<file path="src/rtl/mem_copy_engine.sv">
// mem_copy_engine
// Drives a small register-file memory (one write port, two registered read
// ports with one-cycle latency) to copy a block of words from a source region
// to a destination region, or to compare two regions and report mismatches.
//
// Ports:
//   clk, reset_n            clock, synchronous active-low reset
//   start, mode             command strobe (taken only when idle); 0=copy, 1=compare
//   src_base, dst_base, len command fields; len is clamped to 2^AW
//   busy, done              command in progress; one-cycle completion pulse
//   mis_cnt, mis_valid,     compare results: mismatch count, any-mismatch flag,
//   mis_idx                 offset of the first mismatching word
//   mem_raddr1 / mem_q1     read port 1 (source words)
//   mem_raddr2 / mem_q2     read port 2 (destination words, compare only)
//   mem_waddr0, mem_we0,    write port (copy only)
//   mem_din0
module mem_copy_engine #(
  parameter int AW = 2,
  parameter int DW = 17
) (
  input  logic          clk,
  input  logic          reset_n,
  input  logic          start,
  input  logic          mode,
  input  logic [AW-1:0] src_base,
  input  logic [AW-1:0] dst_base,
  input  logic [AW:0]   len,
  output logic          busy,
  output logic          done,
  output logic [AW:0]   mis_cnt,
  output logic          mis_valid,
  output logic [AW-1:0] mis_idx,
  output logic [AW-1:0] mem_raddr1,
  input  logic [DW-1:0] mem_q1,
  output logic [AW-1:0] mem_raddr2,
  input  logic [DW-1:0] mem_q2,
  output logic [AW-1:0] mem_waddr0,
  output logic          mem_we0,
  output logic [DW-1:0] mem_din0
);

  typedef enum logic [1:0] {
    ST_IDLE  = 2'd0,
    ST_RUN   = 2'd1,
    ST_DRAIN = 2'd2,
    ST_DONE  = 2'd3
  } state_t;

  localparam logic [AW:0] LEN_MAX = {1'b1, {AW{1'b0}}};
  localparam logic [AW:0] LEN_ONE = (AW+1)'(1);

  // Word counts above the memory depth are treated as a full-memory pass.
  function automatic logic [AW:0] clamp_len(input logic [AW:0] l);
    logic [AW:0] r;
    if (l > LEN_MAX) begin
      r = LEN_MAX;
    end else begin
      r = l;
    end
    return r;
  endfunction

  state_t        state_r, state_nxt_s;
  logic [AW-1:0] idx_r, idx_nxt_s;
  logic [AW-1:0] src_r, src_nxt_s;
  logic [AW-1:0] dst_r, dst_nxt_s;
  logic [AW:0]   len_r, len_nxt_s;
  logic          mode_r, mode_nxt_s;
  logic [AW:0]   len_clamped_s;
  logic          accept_s;
  logic          last_s;
  logic          rd_next_s;
  logic          issue_s;
  logic          cmp_pend_r;
  logic [AW-1:0] cmp_idx_r;
  logic          cmp_hit_s;

  assign len_clamped_s = clamp_len(len);
  assign last_s        = ({1'b0, idx_r} == (len_r - LEN_ONE));
  // A read is issued in every RUN cycle; its data is consumed one cycle later.
  assign issue_s       = (state_r == ST_RUN);
  assign rd_next_s     = (state_nxt_s == ST_RUN);
  assign cmp_hit_s     = cmp_pend_r && (mem_q1 != mem_q2);
  // Write data comes straight from the registered read port, so the word read
  // in the previous cycle is written back without an extra pipeline stage.
  assign mem_din0      = mem_q1;

  // Next-state and command-latch selection.
  always_comb begin
    state_nxt_s = state_r;
    idx_nxt_s   = idx_r;
    src_nxt_s   = src_r;
    dst_nxt_s   = dst_r;
    len_nxt_s   = len_r;
    mode_nxt_s  = mode_r;
    accept_s    = 1'b0;
    case (state_r)
      ST_IDLE, ST_DONE: begin
        if (start) begin
          accept_s   = 1'b1;
          src_nxt_s  = src_base;
          dst_nxt_s  = dst_base;
          len_nxt_s  = len_clamped_s;
          mode_nxt_s = mode;
          idx_nxt_s  = '0;
          if (len_clamped_s != '0) begin
            state_nxt_s = ST_RUN;
          end else begin
            state_nxt_s = ST_DRAIN;
          end
        end else begin
          state_nxt_s = ST_IDLE;
        end
      end
      ST_RUN: begin
        if (last_s) begin
          state_nxt_s = ST_DRAIN;
        end else begin
          idx_nxt_s = idx_r + AW'(1);
        end
      end
      ST_DRAIN: begin
        state_nxt_s = ST_DONE;
      end
      default: begin
        state_nxt_s = ST_IDLE;
      end
    endcase
  end

  // State, command registers and registered memory-port / status outputs.
  always_ff @(posedge clk) begin
    if (!reset_n) begin
      state_r    <= ST_IDLE;
      idx_r      <= '0;
      src_r      <= '0;
      dst_r      <= '0;
      len_r      <= '0;
      mode_r     <= 1'b0;
      busy       <= 1'b0;
      done       <= 1'b0;
      mem_raddr1 <= '0;
      mem_raddr2 <= '0;
      mem_waddr0 <= '0;
      mem_we0    <= 1'b0;
      cmp_pend_r <= 1'b0;
      cmp_idx_r  <= '0;
    end else begin
      state_r    <= state_nxt_s;
      idx_r      <= idx_nxt_s;
      src_r      <= src_nxt_s;
      dst_r      <= dst_nxt_s;
      len_r      <= len_nxt_s;
      mode_r     <= mode_nxt_s;
      busy       <= (state_nxt_s == ST_RUN) || (state_nxt_s == ST_DRAIN);
      done       <= (state_nxt_s == ST_DONE);
      mem_raddr1 <= rd_next_s ? (src_nxt_s + idx_nxt_s) : '0;
      mem_raddr2 <= (rd_next_s && mode_nxt_s) ? (dst_nxt_s + idx_nxt_s) : '0;
      mem_we0    <= issue_s && !mode_r;
      mem_waddr0 <= (issue_s && !mode_r) ? (dst_r + idx_r) : '0;
      cmp_pend_r <= issue_s && mode_r;
      cmp_idx_r  <= idx_r;
    end
  end

  // Mismatch bookkeeping: cleared on each accepted command, updated per compare.
  always_ff @(posedge clk) begin
    if (!reset_n) begin
      mis_cnt   <= '0;
      mis_valid <= 1'b0;
      mis_idx   <= '0;
    end else if (accept_s) begin
      mis_cnt   <= '0;
      mis_valid <= 1'b0;
      mis_idx   <= '0;
    end else if (cmp_hit_s) begin
      mis_cnt <= mis_cnt + (AW+1)'(1);
      if (!mis_valid) begin
        mis_valid <= 1'b1;
        mis_idx   <= cmp_idx_r;
      end else begin
        mis_idx   <= mis_idx;
      end
    end else begin
      mis_cnt   <= mis_cnt;
      mis_valid <= mis_valid;
      mis_idx   <= mis_idx;
    end
  end

endmodule

</file>
<file path="config.mk">
export PLATFORM = sky130hd
export DESIGN_NAME = mem_copy_engine
export DESIGN_NICKNAME = d
export VERILOG_FILES = /design/src/rtl/mem_copy_engine.sv
export SDC_FILE = /design/constraint.sdc
export NUM_CORES = 1
export LEC_CHECK = 0
export ABC_AREA = 1
export CAP_MARGIN = 20
export CORE_UTILIZATION = 46
export DETAILED_ROUTE_END_ITERATION = 10
export HOLD_SLACK_MARGIN = 0.02
export PLACE_DENSITY_LB_ADDON = 0.1
export REMOVE_ABC_BUFFERS = 1
export SLEW_MARGIN = 20
export SYNTH_ARGS = -nofsm -noshare
export SYNTH_HDL_FRONTEND = slang
export SYNTH_SLANG_ARGS = --single-unit
</file>
<file path="constraint.sdc">
create_clock -name clk -period 2.45 [get_ports clk]
set_input_delay 0.6125 -clock clk [delete_from_list [all_inputs] [get_ports clk]]
set_output_delay 0.6125 -clock clk [all_outputs]
set_load 0.03 [all_outputs]
</file>
Word level (Yosys, flattened, before mapping)
Cells that the tools add are included.
Word-level totals
  bits in registers: 30
  bits in latches: 0
  RAM bits: 0
  memory bits (read-only): 0
  output and inout port bits: 32
  word-level logic and storage cells: 65
  memories: 0
Cells by class
  add/subtract/negate cells: 6
  multiply operators: 0
  div/mod/pow operators: 0
  $lt $le $gt $ge: 1
  eq/ne operators: 8
  shift-type cells: 0
  multiplexer cells: 16
  bitwise logic cells: 2
  reduce and logical (&&, ||, !) cells: 15
Operators by type and width (number)
  $mux W2: 9
  $ne A17 B17 Y1: 1
  $reduce_and A2 Y1: 5
  $eq A2 B2 Y1 const B: 4
  $add A2 B2 Y2: 3
  $pmux W2 S3: 1
  $eq A2 B1 Y1 const B: 2
  $logic_and A1 B1 Y1: 4
  $mux W1: 4
  $pmux W2 S2: 1
  $reduce_or A2 Y1: 2
  $add A3 B1 Y3 const B: 1
  $eq A2 B3 Y1: 1
  $gt A3 B3 Y1 const B: 1
  $mux W3: 1
  $reduce_bool A3 Y1: 1
  $sub A3 B1 Y3 const B: 1
  $add A2 B1 Y2 const B: 1
  $logic_not A2 Y1: 1
  $not A1 Y1: 2
  $logic_not A1 Y1: 1
  $logic_or A1 B1 Y1: 1

Longest topological paths before layout
Gate-level depths: netlist of run 1.
  word-level depth: 9
  depth in mapped cells: 15
  mapped depth without buffers: 15

Least setup slack after synthesis of run 1
No wires, ideal clock.
  path kind: register to register
  start: reg len_r[0]
  end: reg mem_raddr2[0]
  library setup time: 0.116 ns
  data arrival time: 1.567 ns
  required time: 2.334 ns
  slack: 0.767 ns
  cell stages (with the launch flop): 15
  path buffers: 0
  clock period less this slack: 1.683 ns
  cells stage by stage: dfxtp_1 -> inv_1 -> ha_1 -> inv_1 -> nand2_1 -> nand2_2 -> nand3_4 -> nand3_1 -> nand2_1 -> nand2_1 -> o21a_1 -> inv_1 -> ha_1 -> nand2_1 -> nor3b_1
On the way
  longest elaborated chain between the ends: 7
  elaborated cells between the ends (all ways): 10
  classes of those cells: add/sub: 2; eq/ne: 2; mux: 4; reduce/logical: 2
RTL lines
  start, declared: RTL line 67  | logic [AW:0] len_r, len_nxt_s;
  start signal, assigned: RTL line 153  | len_r <= len_nxt_s;
  $sub A3 B1 Y3: RTL line 79  | assign last_s = ({1'b0, idx_r} == (len_r - LEN_ONE));
  $eq A2 B3 Y1: RTL line 79
  $mux W2: RTL line 116  | if (last_s) begin
  $pmux W2 S3: RTL line 97  | case (state_r)
  named net state_nxt_s[0]: RTL line 63  | state_t state_r, state_nxt_s;
  $eq A2 B1 Y1: RTL line 82  | assign rd_next_s = (state_nxt_s == ST_RUN);
  $logic_and A1 B1 Y1: RTL line 158  | mem_raddr2 <= (rd_next_s && mode_nxt_s) ? (dst_nxt_s + idx_nxt_s) : '0;
  $reduce_and A2 Y1 (no source line)
  end signal, assigned: RTL line 158
  end, declared: RTL line 35  | output logic [AW-1:0] mem_raddr2,
The timed path passes the listed nets, and every way through them passes these cells.
A chain may end at the register's enable or synchronous reset.

Worst setup path after layout of run 1
  start: in mem_q1[10]
  end: out mem_din0[10]
RTL lines
  start, declared: RTL line 34  | input logic [DW-1:0] mem_q1,
  end, declared: RTL line 39  | output logic [DW-1:0] mem_din0
No word-level cell between the ends.

==> impl_metrics.ini, run 1 <==
[status]
status = completed

[routing]
wl_met3_um = 165
wirelength_mm = 3.97
drc = 0
drt-met1-wl_mm = 1.68
drt_iter0_drc = 58
drt_first_pass_iters = 4
viasPerCell = 4.58
final_antenna_net_count = 0
vias = 1556
avgRoutedWirePerCell_um = 11.7
wl_met2_mm = 2.06
highest_layer = met4

[sta]
maxSlewViolCount = 0
layout_worst_path_cycle_share_pct = 98.1
fin_skew_ps = 4.69
worst_pin_slew_ps = 406
max_slew_margin_pct = 72.4
tns_ps = 0
max_freq_ghz = 0.416
final-setup-viol-count = 0
hold_viol_final = 0
rsz0062_at_grt = no
final.min_clock_period_ps = 2400

[critical_path]
crit_fanout = 2
worst_ep_arrival_time_ps = 1790
slowest_delay_ps = 680
end_kind = primary output
crit_slowest_cell = clkdlybuf4s50_1
crit_buf_inv = 2
crit_type = primary input to primary output
r2r-start = len_r[0]
critPathLaunch = mem_q1[10]
worst_path_most_repeated_cell = clkdlybuf4s50_1
critical_path.cell_chain = clkdlybuf4s50_1 -> clkdlybuf4s50_1
crit_required_ps = 1840
path_delay_family = buffers and inverters
critPathLaunchType = primary input

[power_and_ir_drop]
swShare_pct = 26.9
powerDensity_nw_per_um2 = 522
p_clk_share_pct = 37.0
comb_power_share_pct = 25.3
pwr-share-seq_pct = 37.7
ir_drop_mv = 0.346
power.internal_mw = 1.00
switchingPower_mw = 0.370
p_leak_nw = 1.11

[finish]
reg_top3 = len_r (3), mis_cnt (3)
diodes = 0
fillers = 332
final_cells = 340
area_growth_pct = 44.2
final_layout_size_suffix_gt1_share_pct = 12.7
nets = 344

[place]
hpwl_mm = 3.27
port_buffers = 76
place_congestion = 0.772
dpl.cell_count = 333

[synthesis]
synth_common_cells = nand2_1 (36), dfxtp_1 (30), inv_1 (28)
synth_compound_area_share_pct = 5.76
synth_area_per_cell_um2 = 8.04
yosysWarnings = 0
synth_top_area_share_pct = 32.9
async_flop_share_pct = 0
seq_area_frac_synth_pct = 32.9
syn-cell-area_um2 = 1820
synth_top_family_by_area = simple AND/OR/NAND/NOR gates
synthCells = 227
ys.flop_type = dfxtp_1
synth.most_common_cell = nand2_1
yosys.cell_types.count = 33
synth_area_leaders = dfxtp_1 (33%), nand2_1 (7.4%), buf_4 (7.0%), xnor2_1 (6.2%), inv_1 (5.8%)
synth-xor-area-share_pct = 10.0
yosysTopAreaCell = dfxtp_1
synthAdderAreaFrac_pct = 4.80
synth-edff-count = 0
synth_mux_area_share_pct = 1.51
yosys.area_share.simple_pct = 31.1
synth_seq_cells = 30

[floorplan]
ios = 77
rows = 22
start_util_pct = 48.7
die_h_um = 65.0
core_area_um2 = 3740
die_w_um = 65.0
die-area_um2 = 4220

[global_route]
grt.overflow.total = 0
grt_pass1_wl_mm = 6.53
antenna_found_initial = 0
grt_pass1_vias = 1478
grt_max_degree = 10
track_usage_pct = 20.9

[worst_hold_path]
worst_hold_path_type = flip-flop to flip-flop
min_from = mode_r

[job]
drv_cap = 0

[clocking]
cts.sinks = 30
path_clk_slew_ps = 60
cts_hold_buf = 0
cts_tree = done
cts-root-buf = clkbuf_8
h-tree-depth = 2
numCtsBuffers = 5
clk_latency_ps = 280
clock_path_buffers = 2
cts_resized = 0
cts_setup_buffers = 0
-- area by class of cell --
| class | instances | area (um2) | share of cell area (%) |
|---|---|---|---|
| Timing Repair Buffer | 78 | 773 | 29.4 |
| Sequential cell | 30 | 601 | 22.8 |
| Multi-Input combinational cell | 147 | 971 | 36.9 |
| Clock buffer | 6 | 82.6 | 3.14 |
| Tap cell | 48 | 60.1 | 2.28 |
| Inverter | 30 | 113 | 4.28 |
| Clock inverter | 1 | 30.0 | 1.14 |
-- worst paths after layout --
check	depth (start not counted)	slack [ps]	end
worst max-delay path	2	50	mem_din0[10]
worst min-delay path	2	460	cmp_pend_r
worst min register to register	2	460	cmp_pend_r
worst max register to register	15	500	mem_raddr1[0]
-- cells in the final DEF (no fill, tap or decap), types with 2 or more instances in the layout --
cell and n:
clkbuf_8 6, nand4_1 7, mux2i_2 2, or2_2 2
dfxtp_1 30, nand2_1 36, inv_2 2, nand2_4 4
nand3_2 3, xnor2_1 13, a21oi_1 6, buf_4 3
xor2_1 6, clkdlybuf4s50_1 75, ha_1 7, nor3b_1 2
nor2_1 21, o21ai_0 4, inv_1 28, nand3_1 11
nand2_2 5, a21oi_2 2, nand3b_1 3, nor2_8 2
nor3_1 3
-- cell families after synthesis --
| logic type | Yosys count |
|---|---|
| multiplexers | 2 |
| adder cells (fa/ha/maj) | 7 |
| flip-flops | 30 |
| AND/OR/NAND/NOR | 102 |
| XOR/XNOR | 20 |
| AO/OA/AOI/OAI | 16 |
| buffers and inverters | 50 |
-- per-stage QoR --
| stage | total power, mW | instance area [um2] | hold WS (ps) | worst slack, ps | util (%) |
|---|---|---|---|---|---|
| finish | 1.37 | 2630 | 459 | 46.0 | 70.3 |
| global route | 1.43 | 2630 | 481 | 18.0 | 70.3 |
| CTS | 1.39 | 2630 | 459 | 40.0 | 70.3 |
| detailed placement | 0.877 | 2520 | 447 | 36.5 | 67.2 |
| global placement | 0.872 | 2520 | 444 | 44.3 | 67.2 |
| floorplan | 0.694 | 1680 | 433 | 765 | - |
-- routing by layer --
layer / vias up / global-route usage (%)
met5: - / 0
met4: 0 / 9.17
met3: 5 / 4.40
met2: 34 / 37.9
met1: 689 / 23.2
li1: 828 / -
-- power by group through the flow --
stage               sequential, mW  combinational [mW]  clock (mW)
floorplan                    0.540               0.154           0
global placement             0.528               0.344           0
finish                       0.517               0.347       0.508
CTS                          0.517               0.350       0.518
detailed placement           0.528               0.349           0
global route                 0.520               0.377       0.529
(Power assumes the default switching activity.)
==> inputs of run 2 (changes only) <==
- CORE_UTILIZATION: 46 -> 55
- DONT_BUFFER_PORTS: unset -> 1
- SLEW_MARGIN: 20 -> unset
- clock period: 2.45 -> 2.6 ns (I/O delays scaled with it)
==> impl_metrics.ini, run 2 (synthesis gave the netlist of run 1 again) <==
[critical_path]
worst_path_most_repeated_cell = nand2_1
critical_path.cell_chain = inv_1 -> ha_1 -> inv_1 -> nand2_1 -> nand2_2 -> nand3_4 -> nand3_1 -> nand2_1 -> nand2_1 -> o21a_1 -> inv_1 -> ha_1 -> nand2_1 -> nor3b_1
critPathLaunchType = flip-flop
end_kind = flip-flop
slowest_delay_ps = 340
crit_slowest_cell = dfxtp_1
crit_fanout = 4
crit_required_ps = 2860
crit_type = flip-flop to flip-flop
worst_ep_arrival_time_ps = 2160

[power_and_ir_drop]
pwr-share-seq_pct = 48.3
switchingPower_mw = 0.288
swShare_pct = 27.8
power.internal_mw = 0.750
p_clk_share_pct = 35.5
powerDensity_nw_per_um2 = 573
ir_drop_mv = 0.346
comb_power_share_pct = 16.3
p_leak_nw = 0.790

[finish]
final_layout_size_suffix_gt1_share_pct = 15.3
layout_common_cells = nand2_1 (36), dfxtp_1 (30), inv_1 (28), nor2_1 (21), xnor2_1 (13)
postLayoutCellArea_um2 = 1810
area_growth_pct = -0.549
final_common_cell = nand2_1
diodes = 0
nets = 266
fillers = 306
register_area_um2 = 601
final_cells = 259
reg_top3 = len_r (3), mis_cnt (3)
multi_input_area_um2 = 971

[sta]
final-setup-viol-count = 0
worst_pin_slew_ps = 460
layout_worst_path_cycle_share_pct = 73.2
max_freq_ghz = 0.525
final.min_clock_period_ps = 1900
max_slew_margin_pct = 68.7
fin_ws_ps = 696
rsz0062_at_grt = no
hold_viol_final = 0
fin_skew_ps = 3.19
tns_ps = 0
maxSlewViolCount = 0

[floorplan]
die_h_um = 59.6
ios = 77
core_area_um2 = 3100
die_w_um = 59.6
start_util_pct = 58.8
rows = 20
die-area_um2 = 3550

[place]
place_ws_ps = 702
place_congestion = 0.940
dpl.cell_count = 251
hpwl_mm = 3.12
place_area_um2 = 1740
port_buffers = 0

[global_route]
grt_pass1_vias = 1357
grt_pass1_wl_mm = 5.99
grt.overflow.total = 0
grt_max_degree = 13
antenna_found_initial = 0
track_usage_pct = 23.8

[routing]
final_antenna_net_count = 0
vias = 1339
drt_iter0_drc = 60
wirelength_mm = 3.90
drt_first_pass_iters = 4
viasPerCell = 5.17
drc = 0
avgRoutedWirePerCell_um = 15.1

[clocking]
h-tree-depth = 2
numCtsBuffers = 5
path_clk_slew_ps = 100
cts.sinks = 30
clock_path_buffers = 2
cts_tree = done
cts-root-buf = clkbuf_4
cts_setup_buffers = 0
cts_hold_buf = 0
clk_latency_ps = 330
cts_resized = 0

[worst_hold_path]
worst_hold_path_type = primary input to flip-flop

[status]
status = completed

[job]
drv_cap = 0
-- run 2: cell types whose count changed in the layout (fill, tap and decap cells not counted) --
cell and delta:
clkdlybuf4s50_1 -75, buf_4 -3, clkbuf_8 -6, clkbuf_4 +5
clkbuf_1 +2
-- run 2: final timing paths --
| kind | startpoint | to | slack [ps] | cells past startpoint |
|---|---|---|---|---|
| worst max-delay path | len_r[0] | mem_raddr2[0] | 700 | 14 |
| worst min-delay path | reset_n | done | 410 | 2 |
| worst max register to register | len_r[0] | mem_raddr2[0] | 700 | 14 |
| worst min register to register | mode_r | cmp_pend_r | 470 | 2 |
-- run 2: final cells by class --
cell class,count,area share [%]
Clock buffer,7,2.48
Inverter,30,6.21
Clock inverter,1,1.66
Sequential cell,30,33.1
Multi-Input combinational cell,147,53.5
Tap cell,44,3.03
-- run 2: metrics by stage --
stage	util (%)	hold WS, ps	power, mW
final	58.5	413	1.04
after global placement	56.0	459	0.676
after CTS	58.5	401	1.05
after floorplan	-	433	0.654
after global routing	58.5	434	1.09
after detailed placement	56.0	464	0.681
-- run 2: critical path: cells and delay by family (launching register included) --
kind	cells	cell delay, ps
AND/OR/NAND/NOR	8	700
adder cells (fa/ha/maj)	2	480
flip-flops	1	340
buffers and inverters	3	210
AO/OA/AOI/OAI	1	110
-- run 2: per-layer routing --
metal / up-vias / track usage (%) / wire [um]
met2: 62 / 46.9 / 2130
li1: 670 / - / -
met5: - / 0 / 0
met4: 0 / 12.3 / 118
met1: 594 / 22.5 / 1400
met3: 13 / 5.46 / 250
-- run 2: power groups by stage --
stage / logic, mW / clock network, mW / registers [mW]
2_1_floorplan: 0.145 / 0 / 0.508
3_3_place_gp: 0.164 / 0 / 0.512
3_5_place_dp: 0.169 / 0 / 0.512
4_1_cts: 0.170 / 0.376 / 0.502
5_1_grt: 0.188 / 0.396 / 0.504
6_report: 0.169 / 0.368 / 0.501
==> inputs of run 3 (changes only) <==
- clock period: 2.6 -> 1.71 ns (I/O delays scaled with it)
==> impl_metrics.ini, run 3 (synthesis gave the netlist of run 1 again) <==
[routing]
final_antenna_net_count = 0
highest_layer = met4
wirelength_mm = 3.96
drt_first_pass_iters = 4
avgRoutedWirePerCell_um = 14.5
drt-met1-wl_mm = 1.39
viasPerCell = 5.18
vias = 1413
wl_met3_um = 246
drc = 0
wl_met2_mm = 2.24
drt_iter0_drc = 87

[finish]
area_growth_pct = 12.1
final_common_cell = dfxtp_1
postLayoutCellArea_um2 = 2050
nets = 280
utilization_pct = 65.9
fillers = 269
register_area_um2 = 602
final_cells = 273
layout_common_cells = dfxtp_1 (29), nand2_1 (27), inv_1 (23), nor2_1 (20), buf_4 (14)
multi_input_area_um2 = 1060
diodes = 0
final_layout_size_suffix_gt1_share_pct = 31.9
reg_top3 = len_r (3), mis_cnt (3)

[clocking]
clk_latency_ps = 320
cts-root-buf = clkbuf_4
path_clk_slew_ps = 100
cts_setup_buffers = 0
numCtsBuffers = 5
cts_hold_buf = 0
cts_tree = done
cts.sinks = 30
clock_path_buffers = 2
h-tree-depth = 2

[global_route]
track_usage_pct = 23.7
antenna_found_initial = 0
grt_pass1_wl_mm = 6.08
grt_pass1_vias = 1477
grt.overflow.total = 0
grt_max_degree = 13

[sta]
hold_slack_ps = 194
maxSlewViolCount = 0
hold_viol_final = 0
fin_skew_ps = 3.27
max_freq_ghz = 0.565
max_slew_margin_pct = 72.3
final-setup-viol-count = 5
layout_worst_path_cycle_share_pct = 103
rsz0062_at_grt = yes
worst_pin_slew_ps = 415
final.min_clock_period_ps = 1770
fin_ws_ps = -59.5
tns_ps = -112

[critical_path]
crit_type = flip-flop to flip-flop
end_kind = flip-flop
critPathLaunchType = flip-flop
worst_ep_arrival_time_ps = 2030
crit_fanout = 4
crit_required_ps = 1970

[power_and_ir_drop]
ir_drop_mv = 0.479
p_leak_nw = 0.890
p_total_mw = 1.82
powerDensity_nw_per_um2 = 890

[place]
place_area_um2 = 1840
place_ws_ps = -158
port_buffers = 0
hpwl_mm = 3.00
dpl.cell_count = 265
place_congestion = 0.837

[floorplan]
start_util_pct = 58.8
die_w_um = 59.6
ios = 77
die_h_um = 59.6
core_area_um2 = 3100
rows = 20
die-area_um2 = 3550

[worst_hold_path]
worst_hold_path_type = primary input to flip-flop

[job]
drv_cap = 0

[status]
status = finished with violations
failed_checks = setup timing
run 3: changes by cell type in the layout (fill, tap and decap cells not counted), sizes merged:
cell,previous run,this run
clkbuf,7,6
bufinv,1,2
buf,0,14
run 3: cell type report:
type | instances | area share [%]
well taps | 44 | 2.69
clock inverters | 2 | 2.94
inverters | 30 | 5.50
clock buffers | 6 | 2.51
flip-flops and latches | 30 | 29.4
multi-input cells | 147 | 51.8
repair buffers | 14 | 5.14
run 3: final timing paths:
path / startpoint / endpoint / slack, ps / cells past startpoint
min: reset_n / done / 190 / 2
min reg2reg: mode_r / cmp_pend_r / 460 / 2
max: len_r[0] / mem_raddr1[0] / -60 / 15
max reg2reg: len_r[0] / mem_raddr1[0] / -60 / 15
run 3: timing repair:
action / in CTS / in global routing
gates resized for setup: 13 / 13
pin swaps: 3 / 11
setup endpoints to repair: 6 / 6
run 3: power by group:
part / internal, mW / leakage (nW) / switching [mW] / total [mW]
logic: 0.145 / 0.587 / 0.173 / 0.318
registers: 0.726 / 0.245 / 0.0337 / 0.760
clock network: 0.495 / 0.0585 / 0.247 / 0.742
run 3: critical path, cell delays in order, from the launching register on:
cell and delay [ps]:
dfxtp_2 350, inv_2 50, ha_4 270, inv_2 30
nand2_2 40, nand2_2 60, nand3_4 100, nand2_2 60
nand2_2 70, nand2_2 60, nand2_2 70, nand2_2 80
inv_2 80, ha_4 160, nand2_4 60, nor3b_2 170
run 3: routing by layer:
metal | vias up | GRT usage (%)
li1 | 701 | -
met1 | 643 | 20.6
met2 | 60 | 49.9
met3 | 9 | 6.11
met4 | 0 | 8.64
met5 | - | 0
